File: src/rtl/vend_pkg.sv
// rtl/vend_pkg.sv - shared types, prices and coin encoding for the vend dispense scheduler
package vend_pkg;

  typedef enum logic [2:0] {
    ST_IDLE,
    ST_CHECK,
    ST_DISPENSE,
    ST_CHANGE,
    ST_DONE
  } state_t;

  localparam logic [1:0] STATUS_OK        = 2'd0;
  localparam logic [1:0] STATUS_SOLD_OUT  = 2'd1;
  localparam logic [1:0] STATUS_NO_CREDIT = 2'd2;

  localparam logic [2:0] COIN_NONE = 3'b000;
  localparam logic [2:0] COIN_5    = 3'b001;
  localparam logic [2:0] COIN_10   = 3'b010;
  localparam logic [2:0] COIN_25   = 3'b100;

  function automatic logic [7:0] price(input logic [1:0] prod);
    price = 8'd15;
    case (prod)
      2'd0: price = 8'd15;
      2'd1: price = 8'd20;
      2'd2: price = 8'd25;
      2'd3: price = 8'd30;
      default: price = 8'd15;
    endcase
  endfunction

  function automatic logic [7:0] coin_value(input logic [2:0] coin);
    coin_value = 8'd0;
    case (coin)
      COIN_25: coin_value = 8'd25;
      COIN_10: coin_value = 8'd10;
      COIN_5:  coin_value = 8'd5;
      default: coin_value = 8'd0;
    endcase
  endfunction

endpackage

File: src/rtl/vend_inventory.sv
// rtl/vend_inventory.sv - four 3-bit per-product stock counters with restock load and decrement
module vend_inventory #(
  parameter int INV_INIT = 5
) (
  input  logic        clk,
  input  logic        clr,
  input  logic        i_load,
  input  logic        i_dec,
  input  logic [1:0]  i_prod,
  output logic [11:0] o_stock
);

  localparam logic [2:0] LP_INIT = 3'(INV_INIT);

  logic [2:0] r_cnt [4];

  always_ff @(posedge clk) begin
    if (clr || i_load) begin
      for (int i = 0; i < 4; i++) r_cnt[i] <= LP_INIT;
    end else if (i_dec && (r_cnt[i_prod] != 3'd0)) begin
      r_cnt[i_prod] <= r_cnt[i_prod] - 3'd1;
    end
  end

  for (genvar g = 0; g < 4; g++) begin : g_pack
    assign o_stock[3*g +: 3] = r_cnt[g];
  end

endmodule

File: src/rtl/vend_dispense_scheduler.sv
// rtl/vend_dispense_scheduler.sv - sequences stock check, product dispense and tick-paced change payout
module vend_dispense_scheduler
  import vend_pkg::*;
#(
  parameter int INV_INIT   = 5,
  parameter int DISP_TICKS = 2
) (
  input  logic        clk,
  input  logic        clr,
  input  logic        tick,
  input  logic        restock,
  input  logic        req_valid,
  output logic        req_ready,
  input  logic [1:0]  req_prod,
  input  logic [7:0]  req_credit,
  output logic [3:0]  dispense,
  output logic [2:0]  coin_out,
  output logic [7:0]  change_left,
  output logic        busy,
  output logic        done,
  output logic [1:0]  status,
  output logic [11:0] stock
);

  localparam logic [7:0] LP_LAST_TICK = 8'(DISP_TICKS - 1);

  state_t     r_state, w_next;
  logic [1:0] r_prod;
  logic [7:0] r_credit;
  logic [7:0] r_change;
  logic [1:0] r_status;
  logic [2:0] r_coin;
  logic [7:0] r_tick_cnt;
  logic [2:0] w_stock_cur;
  logic [2:0] w_coin;
  logic       w_dec;
  logic       w_load;
  logic       w_reject;

  function automatic logic [2:0] f_coin(input logic [7:0] owed);
    if (owed >= 8'd25)      f_coin = COIN_25;
    else if (owed >= 8'd10) f_coin = COIN_10;
    else if (owed != 8'd0)  f_coin = COIN_5;
    else                    f_coin = COIN_NONE;
  endfunction

  vend_inventory #(.INV_INIT(INV_INIT)) u_inventory (
    .clk     (clk),
    .clr     (clr),
    .i_load  (w_load),
    .i_dec   (w_dec),
    .i_prod  (r_prod),
    .o_stock (stock)
  );

  always_comb begin
    w_stock_cur = stock[2:0];
    case (r_prod)
      2'd0: w_stock_cur = stock[2:0];
      2'd1: w_stock_cur = stock[5:3];
      2'd2: w_stock_cur = stock[8:6];
      2'd3: w_stock_cur = stock[11:9];
      default: w_stock_cur = stock[2:0];
    endcase
  end

  assign w_reject = (w_stock_cur == 3'd0) || (r_credit < price(r_prod));
  assign w_coin   = f_coin(r_change);

  always_ff @(posedge clk) begin
    if (clr) r_state <= ST_IDLE;
    else     r_state <= w_next;
  end

  always_comb begin
    w_next = r_state;
    w_dec  = 1'b0;
    w_load = 1'b0;
    case (r_state)
      ST_IDLE: begin
        if (restock)        w_load = 1'b1;
        else if (req_valid) w_next = ST_CHECK;
      end
      ST_CHECK: begin
        if (w_reject) begin
          w_next = ST_CHANGE;
        end else begin
          w_next = ST_DISPENSE;
          w_dec  = 1'b1;
        end
      end
      ST_DISPENSE: if (tick && (r_tick_cnt == LP_LAST_TICK)) w_next = ST_CHANGE;
      ST_CHANGE:   if (r_change == 8'd0) w_next = ST_DONE;
      ST_DONE:     w_next = ST_IDLE;
      default:     w_next = ST_IDLE;
    endcase
  end

  // Coin and remaining change update together so the display never shows a paid coin as owed.
  always_ff @(posedge clk) begin
    if (clr) begin
      r_prod     <= 2'd0;
      r_credit   <= 8'd0;
      r_change   <= 8'd0;
      r_status   <= STATUS_OK;
      r_coin     <= COIN_NONE;
      r_tick_cnt <= 8'd0;
    end else begin
      r_coin <= COIN_NONE;
      case (r_state)
        ST_IDLE: begin
          if (req_valid && req_ready) begin
            r_prod   <= req_prod;
            r_credit <= req_credit;
          end
        end
        ST_CHECK: begin
          r_tick_cnt <= 8'd0;
          if (w_stock_cur == 3'd0) begin
            r_status <= STATUS_SOLD_OUT;
            r_change <= r_credit;
          end else if (r_credit < price(r_prod)) begin
            r_status <= STATUS_NO_CREDIT;
            r_change <= r_credit;
          end else begin
            r_status <= STATUS_OK;
            r_change <= r_credit - price(r_prod);
          end
        end
        ST_DISPENSE: if (tick) r_tick_cnt <= r_tick_cnt + 8'd1;
        ST_CHANGE: begin
          if (tick && (r_change != 8'd0)) begin
            r_coin   <= w_coin;
            r_change <= r_change - coin_value(w_coin);
          end
        end
        default: ;
      endcase
    end
  end

  assign req_ready   = (r_state == ST_IDLE) && !restock;
  assign busy        = (r_state != ST_IDLE);
  assign done        = (r_state == ST_DONE);
  assign dispense    = (r_state == ST_DISPENSE) ? (4'b0001 << r_prod) : 4'b0000;
  assign coin_out    = r_coin;
  assign change_left = r_change;
  assign status      = r_status;

endmodule

File: config.mk
export PLATFORM = sky130hd
export DESIGN_NAME = vend_dispense_scheduler
export DESIGN_NICKNAME = d
export VERILOG_FILES = /design/src/rtl/vend_pkg.sv /design/src/rtl/vend_inventory.sv /design/src/rtl/vend_dispense_scheduler.sv
export SDC_FILE = /design/constraint.sdc
export NUM_CORES = 1
export LEC_CHECK = 0
export BUFFER_PORTS_ARGS = -buffer_cell sky130_fd_sc_hd__buf_2
export CORE_MARGIN = 5
export CORE_UTILIZATION = 50
export CTS_CLUSTER_DIAMETER = 150
export DETAILED_ROUTE_END_ITERATION = 16
export PLACE_DENSITY = 0.72
export REMOVE_ABC_BUFFERS = 1
export SYNTH_ARGS = -nofsm -noshare
export SYNTH_HDL_FRONTEND = slang
export SYNTH_SLANG_ARGS = --single-unit
File: constraint.sdc
create_clock -name clk -period 6.5 [get_ports clk]
set_input_delay 0.65 -clock clk [delete_from_list [all_inputs] [get_ports clk]]
set_output_delay 0.65 -clock clk [all_outputs]
set_load 0.01 [all_outputs]
==> flow_metrics.env, run 1 <==
export IMPL_layout_commonest_cell="buf_2"
export IMPL_start_util_pct=52.2
export IMPL_finalClockSkew_ns=0.00616
export IMPL_p_sw_w=0.000358
export IMPL_dr_wl_met3_um=376
export IMPL_wl_mm=6.79
export IMPL_avgSynthCellArea_um2=9.67
export IMPL_syn2layout_area_growth_pct=12.8
export IMPL_post_dp_cell_area_um2=3190
export IMPL_rsz0062_at_grt="false"
export IMPL_pwr_share_clk_pct=20.5
export IMPL_end_kind="register"
export IMPL_cpLargestDelayFamily="simple AND/OR/NAND/NOR gates"
export IMPL_startpoint_type="register"
export IMPL_route_detailed_wl_per_inst_um=16.2
export IMPL_hp_class="register to register"
export IMPL_ioPinCount=47
export IMPL_worstPathCellList="inv_1 > ha_1 > or2_2 > ha_1 > inv_1 > fa_1 > a211oi_1 > nor3_4 > o21bai_4 > or4_1 > o21ai_0"
export IMPL_crit_arrival_ns=3.68
export IMPL_yosysWarnings=0
export IMPL_cts_sinks=48
export IMPL_ctsResizeCount=0
export IMPL_met1_length_mm=3.10
export IMPL_ir_drop_mv=0.146
export IMPL_fin_hold_ws_ns=0.497
export IMPL_fp_row_count=27
export IMPL_post_route_period_util_pct=57.3
export IMPL_fin_area_um2=3290
export IMPL_status="completed"
export IMPL_drc=0
export IMPL_final_nets=384
export IMPL_cts_setup_buffers=0
export IMPL_drive_above_1_share_pct=20.7
export IMPL_tns_ns=0
export IMPL_cts_root_buf="clkbuf_8"
export IMPL_grt_pass1_wl_mm=11.1
export IMPL_setup_viol=0
export IMPL_synthTopCellsByArea="dfxtp_1 (25%), edfxtp_1 (12%), ha_1 (9.0%)"
export IMPL_clockBufferDepth=2
export IMPL_seq_power_share_pct=38.7
export IMPL_relSlewSlack_pct=42.0
export IMPL_final_cell_count_no_fill=419
export IMPL_vias=2421
export IMPL_final_cell_mix="buf_2 (46), nor2_1 (38), dfxtp_1 (36), ha_1 (21), inv_1 (17)"
export IMPL_synth_seq_cells=48
export IMPL_worstPathBufferInverterCount=2
export IMPL_grt_usage_pct=18.5
export IMPL_diodes=0
export IMPL_grt_max_degree=33
export IMPL_slowest_stage="or4_1"
export IMPL_gp_congestion=0.901
export IMPL_internal_power_w=0.000576
export IMPL_gr_total_overflow=0
export IMPL_die_width_um=86.3
export IMPL_core_um2=5570
export IMPL_ys_async_sr_fraction_pct=0
export IMPL_cts_buffers=5
export IMPL_grt_pass1_vias=2295
export IMPL_cts_clk_slew_worst_paths_ns=0.09
export IMPL_cts_hold_buf=0
export IMPL_dpl_hpwl_mm=5.11
export IMPL_tightest_slew_ns=0.868
export IMPL_critPathMaxStageDelay_ns=0.56
export IMPL_first_iter_violations=158
export IMPL_p_sw_share_pct=38.4
export IMPL_ys_types=58
export IMPL_synth_area_um2=2910
export IMPL_dieArea_um2=7450
export IMPL_criticalPathCategory="register to register"
export IMPL_slew_violations=0
export IMPL_clock_latency_ns=0.30
export IMPL_drtAntennaViolNets=0
export IMPL_drtPass1Iterations=4
export IMPL_place_inst=411
export IMPL_port_buffers=46
export IMPL_synth_area_leader_cell="dfxtp_1"
export IMPL_top_layer="met4"
export IMPL_fmax_mhz=269
export IMPL_synth_edf_count=12
export IMPL_fin_crit_ns=3.72
export IMPL_via_per_inst=5.78
export IMPL_yosys_area_top_type_share_pct=24.8
export IMPL_cp_required_ns=6.46
export IMPL_htreeDepth=2
export IMPL_power_density_nw_per_um2=284
export IMPL_grt_antenna_before_repair=0
export IMPL_dr_wl_met2_mm=3.21
export IMPL_synth_ff_type="dfxtp_1"
export IMPL_ys_seq_area_share_pct=37.1
export IMPL_die_y_um=86.3
export IMPL_maxCapViolCount=0
export IMPL_cp_max_fo=13
export IMPL_combPwrFrac_pct=40.8
export IMPL_timing_hold_violations_final=0
export IMPL_power_leakage_nw=1.40
export IMPL_cts_tree="yes"
export IMPL_synthCells=301
-- final cells by class --
type	count	area [um^2]
tap	72	90.1
clock buffer	6	82.6
timing repair buffer	46	230
multi-input combinational	228	1720
inverter	17	63.8
sequential	48	1080
fill	501	2290
clock inverter	2	15.0
-- power by group through the flow --
stage          registers (W)  logic [W]  clock network (W)
6_report            0.000362   0.000381           0.000191
5_1_grt             0.000365   0.000423           0.000211
4_1_cts             0.000361   0.000382           0.000195
3_5_place_dp        0.000368   0.000379                  0
3_3_place_gp        0.000367   0.000372                  0
2_1_floorplan       0.000365   0.000279                  0
-- cell families after synthesis --
family	Yosys count	share of synthesized area (%)
multiplexers	17	7.22
AND/OR/NAND/NOR	115	21.5
buffers and inverters	25	3.70
XOR/XNOR	9	2.71
adder cells (fa/ha/maj)	23	10.4
flip-flops	48	37.1
AO/OA/AOI/OAI	64	17.4
-- worst min-delay path: stages (launching register included) --
cell and delay, ns:
dfxtp_1 0.33, a21oi_1 0.06, nor2_1 0.08
-- path summary, 6_finish.rpt --
| kind | slack, ns | start | cells after the start | endpoint |
|---|---|---|---|---|
| worst max-delay path | 2.78 | r_prod[0] | 11 | u_inventory.r_cnt[2][1] |
| worst min-delay path | 0.50 | status[1] | 2 | status[1] |
| worst max register to register | 2.78 | r_prod[0] | 11 | u_inventory.r_cnt[2][1] |
| worst min register to register | 0.50 | status[1] | 2 | status[1] |
-- synthesized netlist by cell type (3+ instances only) --
| cell | instances |
|---|---|
| a211oi_1 | 6 |
| a21o_1 | 5 |
| a21oi_1 | 11 |
| a31oi_1 | 3 |
| and2_1 | 6 |
| clkbuf_1 | 4 |
| dfxtp_1 | 36 |
| edfxtp_1 | 12 |
| ha_1 | 21 |
| inv_1 | 17 |
| mux2i_1 | 12 |
| mux4_2 | 3 |
| nand2_1 | 15 |
| nand2b_1 | 3 |
| nand3_1 | 5 |
| nand3b_1 | 3 |
| nand4_1 | 3 |
| nor2_1 | 38 |
| nor2b_1 | 4 |
| nor3_1 | 9 |
| nor3b_1 | 5 |
| nor4_1 | 3 |
| o21ai_0 | 16 |
| o31a_1 | 4 |
| o41ai_1 | 3 |
| or3_1 | 6 |
| xnor2_1 | 3 |
| xor2_1 | 6 |
-- layer usage --
metal,GRT usage [%],vias to the layer above
met5,0,-
met4,5.81,0
met3,3.80,8
met2,30.6,68
met1,24.3,1147
li1,-,1198
-- metrics by stage --
stage          power (W)  setup WS (ns)  utilization, %
2_1_floorplan   0.000645           3.16               -
3_3_place_gp    0.000739           2.98            57.2
3_5_place_dp    0.000747           2.81            57.2
4_1_cts         0.000938           2.80            58.9
5_1_grt         0.000998           2.56            58.9
6_report        0.000934           2.78            58.9
-- state kept, by name, indices dropped and copies added (netlist names), named ones only --
signal	cells
u_inventory.r_cnt	12
change_left	8
r_credit	8
r_tick_cnt	8
coin_out	3
r_state	3
r_prod	2
status	2
No activity file was read; power rests on OpenSTA's default activity.
==> inputs of run 2 (changes only) <==
- PLACE_DENSITY: 0.72 -> 0.75
- clock period: 6.5 -> 3.25 ns (I/O delays scaled with it)
==> run 2 against run 1 <==
Combinational power grew 120%. Non-clock buffer count up 11. Largest power group unchanged. Setup slack got worse by 2.6 ns. Clock power is 140% higher. Critical path depth grew 3. Worst hold slack worse by 0.25 ns. Via count increased by 1.5%. Utilization grew 2.5 points. Wire length grew 0.38%. Total power grew 110%. Clock-buffer cell count down 1. First-iteration DRC count decreased by 37%.
==> flow_metrics.env, run 2 (synthesis results as in run 1) <==
export IMPL_status="completed"
export IMPL_seq_power_share_pct=35.8
export IMPL_cts_setup_buffers=0
export IMPL_power_w=0.00200
export IMPL_tightest_slew_ns=0.702
export IMPL_final_cell_mix="buf_2 (46), nor2_1 (38), dfxtp_1 (36), ha_1 (21), inv_1 (17)"
export IMPL_largest_reg_flops=12
export IMPL_cts_hold_buf=0
export IMPL_die_y_um=86.3
export IMPL_cpLargestDelayFamily="simple AND/OR/NAND/NOR gates"
export IMPL_critPathMaxStageDelay_ns=0.54
export IMPL_cp_endpoint="change_left[6]"
export IMPL_final_nets=395
export IMPL_grt_usage_pct=19.1
export IMPL_hp_class="input pin to register"
export IMPL_drtAntennaViolNets=0
export IMPL_timing_hold_violations_final=0
export IMPL_slew_violations=0
export IMPL_diodes=0
export IMPL_setup_viol=0
export IMPL_post_route_period_util_pct=95.6
export IMPL_ctsResizeCount=0
export IMPL_cts_clk_slew_worst_paths_ns=0.10
export IMPL_combPwrFrac_pct=41.7
export IMPL_rsz0062_at_grt="true"
export IMPL_fin_crit_ns=3.11
export IMPL_fmax_mhz=322
export IMPL_route_detailed_wl_per_inst_um=15.8
export IMPL_final_cell_count_no_fill=430
export IMPL_finalClockSkew_ns=0.0101
export IMPL_gp_congestion=0.881
export IMPL_regMostFlops="u_inventory.r_cnt"
export IMPL_via_per_inst=5.72
export IMPL_r2r_start="change_left[5]"
export IMPL_core_um2=5570
export IMPL_ioPinCount=47
export IMPL_cp_max_fo=7
export IMPL_cp_required_ns=3.45
export IMPL_syn2layout_area_growth_pct=17.6
export IMPL_p_sw_w=0.000757
export IMPL_gr_total_overflow=0
export IMPL_first_iter_violations=100
export IMPL_fill_cells=490
export IMPL_reg2regPathDepth=14
export IMPL_ir_drop_mv=0.283
export IMPL_internal_power_w=0.00125
export IMPL_clockBufferDepth=2
export IMPL_drc=0
export IMPL_crit_path_start="change_left[5]"
export IMPL_cts_sinks=48
export IMPL_crit_cells=14
export IMPL_p_sw_share_pct=37.8
export IMPL_power_density_nw_per_um2=585
export IMPL_cts_root_buf="clkbuf_8"
export IMPL_drive_above_1_share_pct=24.6
export IMPL_power_leakage_nw=1.48
export IMPL_worstPathBufferInverterCount=2
export IMPL_dpl_hpwl_mm=5.22
export IMPL_dieArea_um2=7450
export IMPL_die_width_um=86.3
export IMPL_drtPass1Iterations=4
export IMPL_rrSetupSlack_ns=0.14
export IMPL_place_inst=422
export IMPL_layout_commonest_cell="buf_2"
export IMPL_pwr_share_clk_pct=22.5
export IMPL_fin_hold_ws_ns=0.243
export IMPL_end_kind="register"
export IMPL_cts_tree="yes"
export IMPL_fp_row_count=27
export IMPL_grt_pass1_vias=2336
export IMPL_grt_max_degree=32
export IMPL_clock_latency_ns=0.31
export IMPL_relSlewSlack_pct=53.1
export IMPL_wl_mm=6.81
export IMPL_grt_antenna_before_repair=0
export IMPL_criticalPathCategory="register to register"
export IMPL_slowest_stage="or4_4"
export IMPL_port_buffers=46
export IMPL_grt_pass1_wl_mm=11.4
export IMPL_htreeDepth=2
export IMPL_tns_ns=0
export IMPL_r2r_end="change_left[6]"
export IMPL_crit_arrival_ns=3.31
export IMPL_cts_buffers=5
export IMPL_worstPathCellList="or4_4 > nand2b_1 > inv_1 > nand2_1 > nand2_1 > ha_1 > inv_1 > fa_1 > a211oi_2 > nor2_1 > nor3_2 > o21ai_0 > a221oi_1 > nor2_1"
export IMPL_maxCapViolCount=0
export IMPL_startpoint_type="register"
export IMPL_vias=2458
export IMPL_start_util_pct=52.2
-- run 2: changes by cell type in the layout (fill, tap and decap cells not counted), sizes merged --
cell      before  now
clkinvlp       2    1
buf           46   57
inv           17   18
bufinv         0    1
clkbuf         6    5
-- run 2: through the flow --
stage	worst slack (ns)	utilization, %	area [um^2]
final	0.144	61.4	3420
after global routing	-0.0107	61.4	3420
after CTS	0.0777	60.7	3390
after detailed placement	0.103	58.7	3270
after global placement	0.0926	58.7	3270
after floorplan	-0.0854	-	2870
-- run 2: worst min path at each step --
stage | slack, ns | end | startpoint | cells past startpoint
after floorplan | 0.39 | change_left[1] | clr | 1
after global placement | 0.47 | status[1] | status[1] | 2
after detailed placement | 0.49 | status[1] | status[1] | 2
after CTS | 0.23 | r_credit[1] | req_credit[1] | 3
after global routing | 0.24 | r_credit[1] | req_credit[1] | 3
final | 0.24 | r_credit[1] | req_credit[1] | 3
-- run 2: routing by layer --
| metal | global-route usage [%] | part of all wire (%) | routed length (um) |
|---|---|---|---|
| met1 | 25.5 | 46 | 3110 |
| met2 | 31.5 | 48 | 3290 |
| met3 | 3.52 | 4.5 | 307 |
| met4 | 5.95 | 1.6 | 106 |
| met5 | 0 | 0 | 0 |
-- run 2: power by group through the flow --
stage	logic, W	registers, W	clock network [W]
final	0.000835	0.000717	0.000450
after global routing	0.000929	0.000727	0.000493
after CTS	0.000794	0.000716	0.000463
after detailed placement	0.000787	0.000730	0
after global placement	0.000774	0.000726	0
after floorplan	0.000558	0.000731	0
-- run 2: tightest hold or removal path, stage by stage --
cell and delay (ns):
buf_2 0.07, mux2i_1 0.05, nor2_1 0.07
-- run 2: cell type report --
| type | count | area (um^2) | share of cell area, % |
|---|---|---|---|
| Multi-Input combinational cell | 228 | 1760 | 51.4 |
| Sequential cell | 48 | 1080 | 31.6 |
| Timing Repair Buffer | 57 | 313 | 9.13 |
| Tap cell | 72 | 90.1 | 2.63 |
| Clock buffer | 5 | 68.8 | 2.01 |
| Inverter | 17 | 63.8 | 1.86 |
| Clock inverter | 3 | 46.3 | 1.35 |
==> inputs of run 3 (changes only) <==
- CORE_ASPECT_RATIO: not set -> 1.75
==> run 3 against run 2 <==
Via count grew 3.9%. Register-to-register slack gained 0.05 ns. Utilization shrank 0.13 points. Sequential share of layout area shrank 0.22 points. Largest cell class unchanged. Highest routed layer unchanged.
==> flow_metrics.env, run 3 (synthesis results as in run 1) <==
export IMPL_drtAntennaViolNets=0
export IMPL_criticalPathCategory="register to register"
export IMPL_fp_row_count=36
export IMPL_start_util_pct=51.7
export IMPL_final_nets=400
export IMPL_grt_pass1_wl_mm=11.7
export IMPL_critPathMaxStageDelay_ns=0.56
export IMPL_power_leakage_nw=1.51
export IMPL_gr_total_overflow=0
export IMPL_end_kind="register"
export IMPL_seq_area_um2=1080
export IMPL_worstPathCellList="inv_1 > ha_1 > or2_2 > ha_1 > inv_1 > fa_1 > a211oi_4 > nor3_4 > o21bai_4 > or4_1 > or3_1"
export IMPL_slowest_stage="or4_1"
export IMPL_largest_reg_flops=12
export IMPL_power_density_nw_per_um2=578
export IMPL_via_per_inst=5.82
export IMPL_tightest_slew_ns=0.618
export IMPL_ir_drop_mv=0.395
export IMPL_core_um2=5630
export IMPL_first_iter_violations=110
export IMPL_drc=0
export IMPL_syn2layout_area_growth_pct=18.6
export IMPL_r2r_start="r_prod[0]"
export IMPL_die_width_um=67.7
export IMPL_cp_required_ns=3.31
export IMPL_cts_hold_buf=0
export IMPL_grt_antenna_before_repair=0
export IMPL_relSlewSlack_pct=58.7
export IMPL_dpl_hpwl_mm=5.60
export IMPL_power_w=0.00199
export IMPL_ctsResizeCount=0
export IMPL_cts_sinks=48
export IMPL_grt_pass1_vias=2577
export IMPL_setup_viol=0
export IMPL_hp_class="input pin to register"
export IMPL_ioPinCount=47
export IMPL_multi_input_area_um2=1750
export IMPL_fill_cells=516
export IMPL_final_cell_mix="buf_2 (46), nor2_1 (38), dfxtp_1 (35), ha_1 (21), inv_1 (17)"
export IMPL_finalClockSkew_ns=0.00863
export IMPL_dieArea_um2=7510
export IMPL_cts_buffers=5
export IMPL_htreeDepth=2
export IMPL_drtPass1Iterations=4
export IMPL_fin_hold_ws_ns=0.249
export IMPL_post_route_period_util_pct=94.2
export IMPL_cp_max_fo=6
export IMPL_clock_latency_ns=0.30
export IMPL_diodes=0
export IMPL_regMostFlops="u_inventory.r_cnt"
export IMPL_slew_violations=0
export IMPL_grt_max_degree=32
export IMPL_crit_arrival_ns=3.12
export IMPL_crit_path_start="r_prod[0]"
export IMPL_cts_clk_slew_worst_paths_ns=0.09
export IMPL_gp_congestion=0.959
export IMPL_cts_tree="yes"
export IMPL_cts_root_buf="clkbuf_8"
export IMPL_die_y_um=111
export IMPL_hp_start="req_credit[6]"
export IMPL_cpLargestDelayFamily="simple AND/OR/NAND/NOR gates"
export IMPL_route_detailed_wl_per_inst_um=15.9
export IMPL_rsz0062_at_grt="false"
export IMPL_post_dp_cell_area_um2=3310
export IMPL_combPwrFrac_pct=42.8
export IMPL_clockBufferDepth=2
export IMPL_grt_usage_pct=20.2
export IMPL_cts_setup_buffers=0
export IMPL_port_buffers=46
export IMPL_timing_hold_violations_final=0
export IMPL_tns_ns=0
export IMPL_drive_above_1_share_pct=25.6
export IMPL_pwr_share_clk_pct=21.4
export IMPL_startpoint_type="register"
export IMPL_worstPathBufferInverterCount=2
export IMPL_p_sw_w=0.000726
export IMPL_vias=2553
export IMPL_internal_power_w=0.00127
export IMPL_seq_power_share_pct=35.8
export IMPL_p_sw_share_pct=36.4
export IMPL_layout_commonest_cell="buf_2"
export IMPL_status="completed"
export IMPL_fin_crit_ns=3.06
export IMPL_fmax_mhz=327
export IMPL_maxCapViolCount=0
export IMPL_wl_mm=6.99
export IMPL_fin_area_um2=3450
run 3: changes by cell type in the layout (fill, tap and decap cells not counted), sizes merged:
cell,before,now
buf,57,62
clkbuf,5,6
clkinv,0,1
clkinvlp,1,0
inv,18,17
run 3: worst reg2reg max path, stage by stage, from the launching register on:
cell and delay (ns):
dfxtp_1 0.33, inv_1 0.10, ha_1 0.24, or2_2 0.28
ha_1 0.20, inv_1 0.07, fa_1 0.25, a211oi_4 0.09
nor3_4 0.23, o21bai_4 0.09, or4_1 0.56, or3_1 0.38
run 3: per-layer routing:
metal | vias up | track usage, % | wire [um]
met2 | 76 | 36.7 | 3860
met4 | 0 | 11.4 | 311
met1 | 1226 | 20.2 | 2470
met5 | - | 0 | 0
li1 | 1226 | - | -
met3 | 25 | 3.85 | 345
run 3: area by class of cell:
type	count	area share (%)
tap	76	2.75
inverter	17	1.85
clock inverter	2	1.01
timing repair buffer	62	10.1
sequential	48	31.4
clock buffer	6	2.14
multi-input combinational	228	50.7
run 3: power groups by stage:
stage          Combinational, W  Sequential, W  Clock [W]
2_1_floorplan          0.000558       0.000731          0
3_3_place_gp           0.000809       0.000726          0
3_5_place_dp           0.000817       0.000727          0
4_1_cts                0.000826       0.000713   0.000436
5_1_grt                0.000949       0.000726   0.000459
6_report               0.000854       0.000714   0.000426
run 3: worst paths after layout:
check / to / slack, ns / cells after the start
max: u_inventory.r_cnt[1][0] / 0.19 / 11
min: r_credit[6] / 0.25 / 3
max reg2reg: u_inventory.r_cnt[1][0] / 0.19 / 11
min reg2reg: change_left[0] / 0.50 / 2
run 3: metrics by stage:
stage | util (%) | setup slack (ns) | std cells
after global placement | 58.8 | 0.213 | 431
final | 61.3 | 0.190 | 439
after floorplan | - | -0.0854 | 293
after detailed placement | 58.8 | 0.107 | 431
after CTS | 60.8 | 0.0979 | 439
after global routing | 61.3 | 0.0164 | 439
